==> config.mk <==
export PLATFORM = sky130hd
export DESIGN_NAME = instr_encoder
export DESIGN_NICKNAME = d
export VERILOG_FILES = /design/src/rtl/instr_encoder_pkg.sv /design/src/rtl/instr_encoder_sync_fifo.sv /design/src/rtl/instr_encoder.sv
export SDC_FILE = /design/constraint.sdc
export NUM_CORES = 1
export LEC_CHECK = 0
export CAP_MARGIN = 0
export CORE_MARGIN = 3
export CORE_UTILIZATION = 59
export CTS_BUF_LIST = sky130_fd_sc_hd__clkbuf_4 sky130_fd_sc_hd__clkbuf_8
export CTS_CLUSTER_SIZE = 14
export DETAILED_ROUTE_END_ITERATION = 10
export GPL_TIMING_DRIVEN = 1
export PLACE_DENSITY = 0.87
export RECOVER_POWER = 25
export SLEW_MARGIN = 30
export SYNTH_ARGS = -nofsm -noshare
export SYNTH_HDL_FRONTEND = slang
export SYNTH_HIERARCHICAL = 1
export SYNTH_SLANG_ARGS = --single-unit
==> constraint.sdc <==
create_clock -name clk -period 2.8 [get_ports clk]
set_input_delay 0.7 -clock clk [delete_from_list [all_inputs] [get_ports clk]]
set_output_delay 0.7 -clock clk [all_outputs]
set_load 0.01 [all_outputs]
==> src/rtl/instr_encoder_pkg.sv <==
// -----------------------------------------------------------------------------
// instr_encoder_pkg
// Shared RV32 R-type constants: ALU operation codes, the OP major opcode and
// the funct3/funct7 values for each operation. Also used by the decoder, so
// the encoding lives here and not in the encoder itself.
// Contents:
//   alu_op_e        - 3-bit ALU operation code (codes 110/111 are unassigned)
//   OPCODE_OP       - 7'b0110011
//   F3_* / F7_*     - funct3 / funct7 field values
//   alu_op_legal()  - 1 when the code maps to a real operation
//   encode_rtype()  - assembles {funct7, rs2, rs1, funct3, rd, opcode}
// -----------------------------------------------------------------------------
package instr_encoder_pkg;

  typedef enum logic [2:0] {
    ALU_ADD = 3'b000,
    ALU_SUB = 3'b001,
    ALU_AND = 3'b010,
    ALU_OR  = 3'b011,
    ALU_XOR = 3'b100,
    ALU_SLT = 3'b101
  } alu_op_e;

  localparam logic [6:0] OPCODE_OP  = 7'b0110011;

  localparam logic [2:0] F3_ADD_SUB = 3'd0;
  localparam logic [2:0] F3_SLT     = 3'd2;
  localparam logic [2:0] F3_XOR     = 3'd4;
  localparam logic [2:0] F3_OR      = 3'd6;
  localparam logic [2:0] F3_AND     = 3'd7;

  localparam logic [6:0] F7_BASE    = 7'h00;
  localparam logic [6:0] F7_SUB     = 7'h20;

  function automatic logic alu_op_legal(input logic [2:0] op);
    return (op <= 3'b101);
  endfunction

  function automatic logic [31:0] encode_rtype(input logic [2:0] op,
                                               input logic [4:0] rs1,
                                               input logic [4:0] rs2,
                                               input logic [4:0] rd);
    logic [2:0] f3;
    logic [6:0] f7;
    f3 = F3_ADD_SUB;
    f7 = F7_BASE;
    case (alu_op_e'(op))
      ALU_ADD: f3 = F3_ADD_SUB;
      ALU_SUB: begin f3 = F3_ADD_SUB; f7 = F7_SUB; end
      ALU_AND: f3 = F3_AND;
      ALU_OR:  f3 = F3_OR;
      ALU_XOR: f3 = F3_XOR;
      ALU_SLT: f3 = F3_SLT;
      default: begin f3 = F3_ADD_SUB; f7 = F7_BASE; end
    endcase
    return {f7, rs2, rs1, f3, rd, OPCODE_OP};
  endfunction

endpackage

==> src/rtl/instr_encoder_sync_fifo.sv <==
// -----------------------------------------------------------------------------
// sync_fifo
// Single-clock FIFO with power-of-two depth. The head word is presented
// combinationally and forced to zero while the FIFO is empty.
// Parameters: WIDTH (data width), DEPTH (entries, power of two, >= 2)
// Ports:
//   clk, rst_n        - clock, asynchronous active-low reset
//   push_i, wdata_i   - write request / data (ignored while full)
//   pop_i             - read request (ignored while empty)
//   rdata_o           - head word (0 when empty)
//   full_o, empty_o   - status from registered occupancy
// -----------------------------------------------------------------------------
module sync_fifo #(
  parameter int WIDTH = 32,
  parameter int DEPTH = 4
) (
  input  logic             clk,
  input  logic             rst_n,
  input  logic             push_i,
  input  logic [WIDTH-1:0] wdata_i,
  input  logic             pop_i,
  output logic [WIDTH-1:0] rdata_o,
  output logic             full_o,
  output logic             empty_o
);

  localparam int PTR_W = $clog2(DEPTH);
  localparam int CNT_W = PTR_W + 1;

  logic [WIDTH-1:0] mem_q [DEPTH];
  logic [PTR_W-1:0] wr_ptr_q, wr_ptr_d;
  logic [PTR_W-1:0] rd_ptr_q, rd_ptr_d;
  logic [CNT_W-1:0] count_q, count_d;
  logic             do_push, do_pop;

  assign full_o  = (count_q == CNT_W'(DEPTH));
  assign empty_o = (count_q == '0);

  // Full blocks a push even if a pop frees a slot in the same cycle, so
  // the producer-facing ready never depends on the consumer combinationally.
  assign do_push = push_i && !full_o;
  assign do_pop  = pop_i && !empty_o;

  always_comb begin
    wr_ptr_d = wr_ptr_q;
    rd_ptr_d = rd_ptr_q;
    count_d  = count_q;
    if (do_push) wr_ptr_d = wr_ptr_q + PTR_W'(1);
    if (do_pop)  rd_ptr_d = rd_ptr_q + PTR_W'(1);
    if (do_push && !do_pop)      count_d = count_q + CNT_W'(1);
    else if (do_pop && !do_push) count_d = count_q - CNT_W'(1);
  end

  always_ff @(posedge clk or negedge rst_n) begin
    if (!rst_n) begin
      wr_ptr_q <= '0;
      rd_ptr_q <= '0;
      count_q  <= '0;
    end else begin
      wr_ptr_q <= wr_ptr_d;
      rd_ptr_q <= rd_ptr_d;
      count_q  <= count_d;
    end
  end

  // Storage needs no reset: occupancy gates every read.
  always_ff @(posedge clk) begin
    if (do_push) mem_q[wr_ptr_q] <= wdata_i;
  end

  assign rdata_o = empty_o ? '0 : mem_q[rd_ptr_q];

endmodule

==> src/rtl/instr_encoder.sv <==
// -----------------------------------------------------------------------------
// instr_encoder
// Turns (alu_op, rs1, rs2, rd) requests into RV32 R-type instruction words
// and buffers them in a sync_fifo for a downstream consumer.
// Optional feature: define INSTR_ENC_STATS_EN to add the issue_cnt output.
// Parameter: DEPTH - output FIFO entries (power of two, >= 2)
// Ports:
//   clk, rst_n                 - clock, asynchronous active-low reset
//   op_valid / op_ready        - request handshake (op_ready = !full)
//   alu_op, rs1, rs2, rd       - request fields
//   instr_valid / instr_ready  - output handshake (instr_valid = !empty)
//   instr                      - head-of-FIFO word, 0 when empty
//   err_illegal / err_clr      - sticky illegal-op flag and its clear
//   issue_cnt                  - (INSTR_ENC_STATS_EN) words handed out, wraps
// -----------------------------------------------------------------------------
module instr_encoder
  import instr_encoder_pkg::*;
#(
  parameter int DEPTH = 4
) (
  input  logic        clk,
  input  logic        rst_n,
  input  logic        op_valid,
  output logic        op_ready,
  input  logic [2:0]  alu_op,
  input  logic [4:0]  rs1,
  input  logic [4:0]  rs2,
  input  logic [4:0]  rd,
  output logic        instr_valid,
  input  logic        instr_ready,
  output logic [31:0] instr,
`ifdef INSTR_ENC_STATS_EN
  output logic [15:0] issue_cnt,
`endif
  output logic        err_illegal,
  input  logic        err_clr
);

  logic        fifo_full, fifo_empty;
  logic        accept, legal, push, pop;
  logic [31:0] word;
  logic        err_q, err_d;

  assign op_ready    = !fifo_full;
  assign instr_valid = !fifo_empty;

  assign accept = op_valid && op_ready;
  assign legal  = alu_op_legal(alu_op);
  // Illegal requests still complete the handshake but never reach the FIFO.
  assign push   = accept && legal;
  assign pop    = instr_valid && instr_ready;
  assign word   = encode_rtype(alu_op, rs1, rs2, rd);

  sync_fifo #(
    .WIDTH (32),
    .DEPTH (DEPTH)
  ) u_fifo (
    .clk     (clk),
    .rst_n   (rst_n),
    .push_i  (push),
    .wdata_i (word),
    .pop_i   (pop),
    .rdata_o (instr),
    .full_o  (fifo_full),
    .empty_o (fifo_empty)
  );

  // A same-cycle illegal acceptance wins over err_clr.
  always_comb begin
    err_d = err_q;
    if (accept && !legal) err_d = 1'b1;
    else if (err_clr)     err_d = 1'b0;
  end

  always_ff @(posedge clk or negedge rst_n) begin
    if (!rst_n) err_q <= 1'b0;
    else        err_q <= err_d;
  end

  assign err_illegal = err_q;

`ifdef INSTR_ENC_STATS_EN
  logic [15:0] issue_cnt_q, issue_cnt_d;

  always_comb begin
    issue_cnt_d = issue_cnt_q;
    if (pop) issue_cnt_d = issue_cnt_q + 16'd1;
  end

  always_ff @(posedge clk or negedge rst_n) begin
    if (!rst_n) issue_cnt_q <= '0;
    else        issue_cnt_q <= issue_cnt_d;
  end

  assign issue_cnt = issue_cnt_q;
`endif

endmodule
After elaboration in Yosys (flattened, before gate mapping) --
Memory sizes are Yosys's and may differ from the RTL's. Cells that the tools add are included.
Cells by class: add/sub/neg operators 4, magnitude comparators 1, equality and inequality tests 6, mux-type cells 9, reductions and logical operators 16
Operators by type and width (number):
- 32-bit two-way mux | 1
- 3-bit one-hot mux with 4 select lines | 1
- 3-bit == test, second input constant | 3
- 1-bit logical AND | 8
- 3-bit by 2-bit == test with 1-bit output, second input constant | 2
- 3-bit two-way mux | 2
- 6-bit two-way mux | 1
- 1-bit logical NOT | 5
- 2-bit by 1-bit adder with 2-bit output, second input constant | 2
- 1-bit two-way mux | 4
- 2-bit nonzero test | 2
- 3-bit by 1-bit adder with 3-bit output, second input constant | 1
- 3-bit by 1-bit == test with 1-bit output, second input constant | 1
- 3-bit less-or-equal comparator, second input constant | 1
- 3-bit logical NOT | 1
- 3-bit by 1-bit subtractor with 3-bit output, second input constant | 1
Storage, ports and cells: register bits after elaboration 8, memory bits (writable) 96, input port bits 23, output and inout bits 35, logic and storage cells 41, memories 1
Memory list:
- u_fifo.mem_q | depth 4, bits a word 24, read ports 1, clocked after Yosys merged registers in 0, write ports 1, line instr_encoder_sync_fifo.sv:30 | logic [WIDTH-1:0] mem_q [DEPTH];

Depth between registers and ports, before layout --
depth in word-level cells 9, depth in mapped cells 11, mapped depth without buffers 10

Hierarchy --
Netlist, hierarchy kept.
By module, submodules not included:
- sync_fifo | times used 1, cells an instance 239, area an instance 5260.0 um^2, seq. area each 4018.9 um^2
- instr_encoder | times used 1, cells an instance 18, area an instance 120.1 um^2, seq. area each 25.0 um^2

Worst setup path before layout --
Ideal clock, no wire load.
kind reg2reg, start register u_fifo.count_q[1], end register u_fifo.count_q[2], setup time 79 ps, arrival time 2254 ps, data required time 2721 ps, slack 466 ps, cell stages (with the launch flop) 11, buffers on the path 1, clock period less this slack 2334 ps, path through dfrtp_1 > nor3_2 > clkbuf_1 > nor2b_1 > nand2b_1 > ha_1 > inv_1 > fa_1 > xor2_1 > nor2_1 > xor2_1
On the way: elaborated cells on any way between the ends 18, classes of those cells 2 x add/sub; 1 x eq/ne; 2 x mux; 13 x reduce/logical
RTL lines:
- start, declared | line instr_encoder_sync_fifo.sv:33 | logic [CNT_W-1:0] count_q, count_d;
- start signal, assigned | line instr_encoder_sync_fifo.sv:62 | count_q <= count_d;
- 3-bit logical NOT (*) | line instr_encoder_sync_fifo.sv:37 | assign empty_o = (count_q == '0);
- via fifo_empty | line instr_encoder.sv:39 | logic fifo_full, fifo_empty;
- 1-bit logical NOT (*) | line instr_encoder.sv:45 | assign instr_valid = !fifo_empty;
- 1-bit logical AND (*) | line instr_encoder.sv:51 | assign pop = instr_valid && instr_ready;
- via pop | line instr_encoder.sv:40 | logic accept, legal, push, pop;
- 1-bit logical AND (*) | line instr_encoder_sync_fifo.sv:42 | assign do_pop = pop_i && !empty_o;
- 1-bit logical NOT | line instr_encoder_sync_fifo.sv:50 | if (do_push && !do_pop) count_d = count_q + CNT_W'(1);
- 1-bit logical AND | line instr_encoder_sync_fifo.sv:50
- 3-bit two-way mux or 2-bit nonzero test (tied branches)
Mark *: on every way through the listed nets, which the timed path passes. The rest lies on a longest branch. The select of a mux whose other input is x is not followed. A chain may end at the register's enable or synchronous reset.

Final worst setup path --
start register u_fifo.rd_ptr_q[0], end output instr[10]
On the way: longest elaborated chain between the ends 2
Ends and longest elaborated chain:
- start, declared | line instr_encoder_sync_fifo.sv:32 | logic [PTR_W-1:0] rd_ptr_q, rd_ptr_d;
- start signal, assigned | line instr_encoder_sync_fifo.sv:61 | rd_ptr_q <= rd_ptr_d;
- memory 4 x 24 bit
- 32-bit two-way mux | line instr_encoder_sync_fifo.sv:71 | assign rdata_o = empty_o ? '0 : mem_q[rd_ptr_q];
- end, declared | line instr_encoder.sv:31 | output logic [31:0] instr,
No other way between the ends.

==> impl_summary.md <==
Status
The flow ran to the end, and the final reports show no timing, DRC or antenna violations.

Critical path
At the worst endpoint, the required time is ~2.1 ns. The worst setup path is of the flop to output pin kind. The largest individual stage delay along the critical path comes from the cell sky130_fd_sc_hd__mux4_2. The signal on the critical path passes through buf_4 > buf_12 > mux4_2 > nor2b_1 > dlygate4sd2_1. On the worst path, the slowest cell contributes a delay of 0.50 ns.

The peak fanout along the critical path is 7. STA classifies the critical path endpoint as an output pin. Data arrives at the worst endpoint at about 2.1 ns. STA classifies the critical path startpoint as a flop.

Synth
By area, the combinational part of the netlist is dominated by multiplexers. The number of different library cells used by synthesis comes to 28. The synthesized design contains 136 register bits.

In this run, synthesis inferred 128 flip-flops with an integrated enable. Dividing the synthesized area by the synthesized cell count gives roughly 21 um2. The share of the Yosys chip area taken by registers is 0.752. The complex-gate fraction of the synthesized area is 0.00349. The share of flip-flops with an asynchronous set or reset after synthesis is 0.0588.

The cell count after synthesis is around 260. The number of warnings reported in the yosys synthesis log is 6. Of the total synthesized cell area, the portion taken by AND, OR, NAND and NOR gates is 0.0612.

The portion of netlist area occupied by mux cells is 0.138. Summing every instance area after synthesis gives around 5400 um2. Of the total synthesized cell area, the portion taken by XOR and XNOR cells is 0.00977. The adder and majority gate portion of the synthesized area is 0.0153. For this run, the leading register cell type out of synthesis is sky130_fd_sc_hd__edfxtp_1.

STA
Setup violations remaining at the end of the flow were counted as 0. Counting I/O delays and the setup requirement, the final critical path takes 2.75 ns. The clock skew is approximately 0.0072 ns.

The final worst-path setup slack is between 0.05 and 0.06 ns. The count of final hold-check violations is 0. Static timing analysis puts the maximum clock frequency at between 0.3 and 0.4 GHz. The setup TNS is 0 ns. At the pin with the least slew margin, the transition time is 0.626 ns. Headroom to the max-slew limit came out at 0.582. Setup repair after global routing could not meet its margin everywhere. The final worst-path cycle share is 0.981. The number of max-slew violations in the final report is 0.

Place
The number of input and output port buffers inserted is 57. The placed wire-length estimate after detailed placement is approximately 6 mm. The global placement routability congestion is 0.725.

The setup slack at placement is 0.169 ns. Once placement completed, the tool counted placed cells totaling around 480.

Finish
After filler insertion, the fill cell instance count of the layout stands at 492. The number of standard cells in the layout, taps in and fillers out is between 500 and 600. The layout cell share with drive strength beyond 1 is 0.230. 0 antenna diodes ended up in the layout. From synthesis to final layout, the design area changed by 27.4%. In the final design database the tool counted between 400 and 500 nets.

CTS
After clock tree synthesis, the clock-pin slew on the worst setup and hold paths is around 0.070 ns. TritonCTS built the clock tree. The total clock sinks is 136.

The root buffer cell chosen for the clock tree is sky130_fd_sc_hd__clkbuf_8. The maximum clock insertion buffer count is 2. The total number of H-tree levels is 4. The latest clock arrival within the worst-skew pair is 0.43 ns. Clock tree synthesis inserted a total of 17 buffers.

GRT
The initial antenna violation count is 0. In the global route stage, overall resource usage came out at 0.199. The leftover overflow at the end of global routing is 0. The pin count of the biggest net entering global routing is 30. The via count of the first global-routing pass is a little under 3k. The wire length of the first global-routing pass is 14.8 mm.

Drt
The mean number of vias per cell is between 5 and 6. Before antenna repair, the detailed router went through 4 iterations. The number of nets still failing antenna checks after routing is 0. Detailed routing inserted a total of around 2.7k vias. The remaining routing DRC violations is 0. The first routing iteration left roughly 180 violations.

The total length of routed wires is around 9.5 mm. Dividing the detail-routed wire length by the instance count gives roughly 19 um.

Flow run
Max-cap violations in this run came to 0.

Hold path
The worst hold path belongs to the class flop to flop.

Die
The die height is between 100 and 150 um. The floorplan has 34 rows. The die area is 10,300 um2.

The initial utilization of the core area, before any placement, comes to 0.611. After floorplanning, the core was sized to cover approximately 9000 um2. The number of placed I/O pins is 58. The die outline width is slightly above 100 um.

Power
Summed over all cells, the static leakage comes to between 2 and 3 nW. The total power per unit cell area is approximately 1000 nW/um2. The design draws between 6 and 7 mW. The worst-case IR drop observed on VDD is 0.000573 V.
synthesized netlist by cell type (all sizes together), types with 2 or more instances:
master,number,area share
ha,5,0.012
dfrtp,8,0.037
edfxtp,128,0.71
nor3b,2,0.0037
xnor2,3,0.0049
conb,2,0.0014
xor2,3,0.0049
nor2b,35,0.041
clkbuf,4,0.0028
inv,6,0.0042
mux4,32,0.13
nand2,2,0.0014
nor2,3,0.0021
and2,4,0.0047
buf,8,0.012
nand2b,3,0.0035
mux2,2,0.0042
final cells by class:
class / count / area [um2] / share of cell area
clock inverters: 14 / 174 / 0.0254
inverters: 6 / 22.5 / 0.00329
repair buffers: 78 / 802 / 0.117
multi-input cells: 153 / 1430 / 0.209
clock buffers: 18 / 241 / 0.0352
well taps: 108 / 135 / 0.0197
flip-flops and latches: 136 / 4050 / 0.590
report_power, final:
group	internal [mW]	switching, mW
registers	2.61	0.136
logic	1.39	1.19
clock network	0.896	0.754
total	4.89	2.08
layer usage:
layer	up-vias	wire [um]	GRT usage
met2	71	5160	0.356
met5	-	0	0
met4	0	156	0.0685
met1	1357	3760	0.231
met3	16	422	0.0558
li1	1224	-	-
placed cells by master, fill, tap and decap left out, types with 4 or more instances in the layout:
master,Yosys,routed
sky130_fd_sc_hd__and2_2,0,4
sky130_fd_sc_hd__nor2b_1,34,34
sky130_fd_sc_hd__dlygate4sd3_1,0,15
sky130_fd_sc_hd__buf_12,0,4
sky130_fd_sc_hd__dfrtp_1,8,7
sky130_fd_sc_hd__inv_1,6,6
sky130_fd_sc_hd__clkdlybuf4s50_1,0,10
sky130_fd_sc_hd__edfxtp_1,128,128
sky130_fd_sc_hd__mux4_2,32,32
sky130_fd_sc_hd__clkinvlp_4,0,6
sky130_fd_sc_hd__conb_1,2,52
sky130_fd_sc_hd__clkbuf_8,0,17
sky130_fd_sc_hd__ha_1,5,5
sky130_fd_sc_hd__dlygate4sd2_1,0,31
sky130_fd_sc_hd__buf_4,0,13
stage by stage:
step | area (um2) | hold WS (ns) | utilization
after CTS | 6790 | 0.527 | 0.772
final | 6850 | 0.542 | 0.778
after detailed placement | 6370 | 0.543 | 0.723
after global routing | 6850 | 0.564 | 0.778
after floorplan | 5570 | 0.404 | -
after global placement | 6370 | 0.526 | 0.723
registers in the layout, indices dropped and copies added, names as in the netlist:
register	count
err_illegal	1
u_fifo/count_q	3
u_fifo/wr_ptr_q	2
u_fifo/rd_ptr_q	2
u_fifo/mem_q	128
worst max-delay path: cells and delay by family, from the launching register on:
family | cells | cell delay (ns)
buf+inv | 3 | 0.59
mux | 1 | 0.50
flops | 1 | 0.38
simple gates | 1 | 0.15
what timing repair did:
item                                    4_1_cts  5_1_grt
endpoints found under the setup margin       32       25
hold endpoints to repair                      0        0
hold buffers                                  0        0
cloned                                        1        2
resized for setup                            35        1
setup buffers                                 2        1
logic make-up (layout without fill, tap and decap cells):
logic type	count (synthesis)	count (layout)
flops	136	136
mux	34	34
simple gates	52	52
compound gates	3	3
xor+xnor	6	6
fa+ha+maj	6	6
buf+inv	18	116
other cells	2	52
final timing paths:
kind                                    start            endpoint  depth (start not counted)  slack (ns)
setup / recovery           u_fifo/rd_ptr_q[0]           instr[10]                          5        0.05
hold / removal                    err_illegal         err_illegal                          2        0.54
setup reg to reg            u_fifo/count_q[1]   u_fifo/count_q[2]                         10        0.56
hold reg to reg                   err_illegal         err_illegal                          2        0.54
max in group asynchronous               rst_n  u_fifo/rd_ptr_q[0]                          1        1.90
min in group asynchronous               rst_n         err_illegal                          1        0.62
No activity file was read; power rests on OpenSTA's default activity.
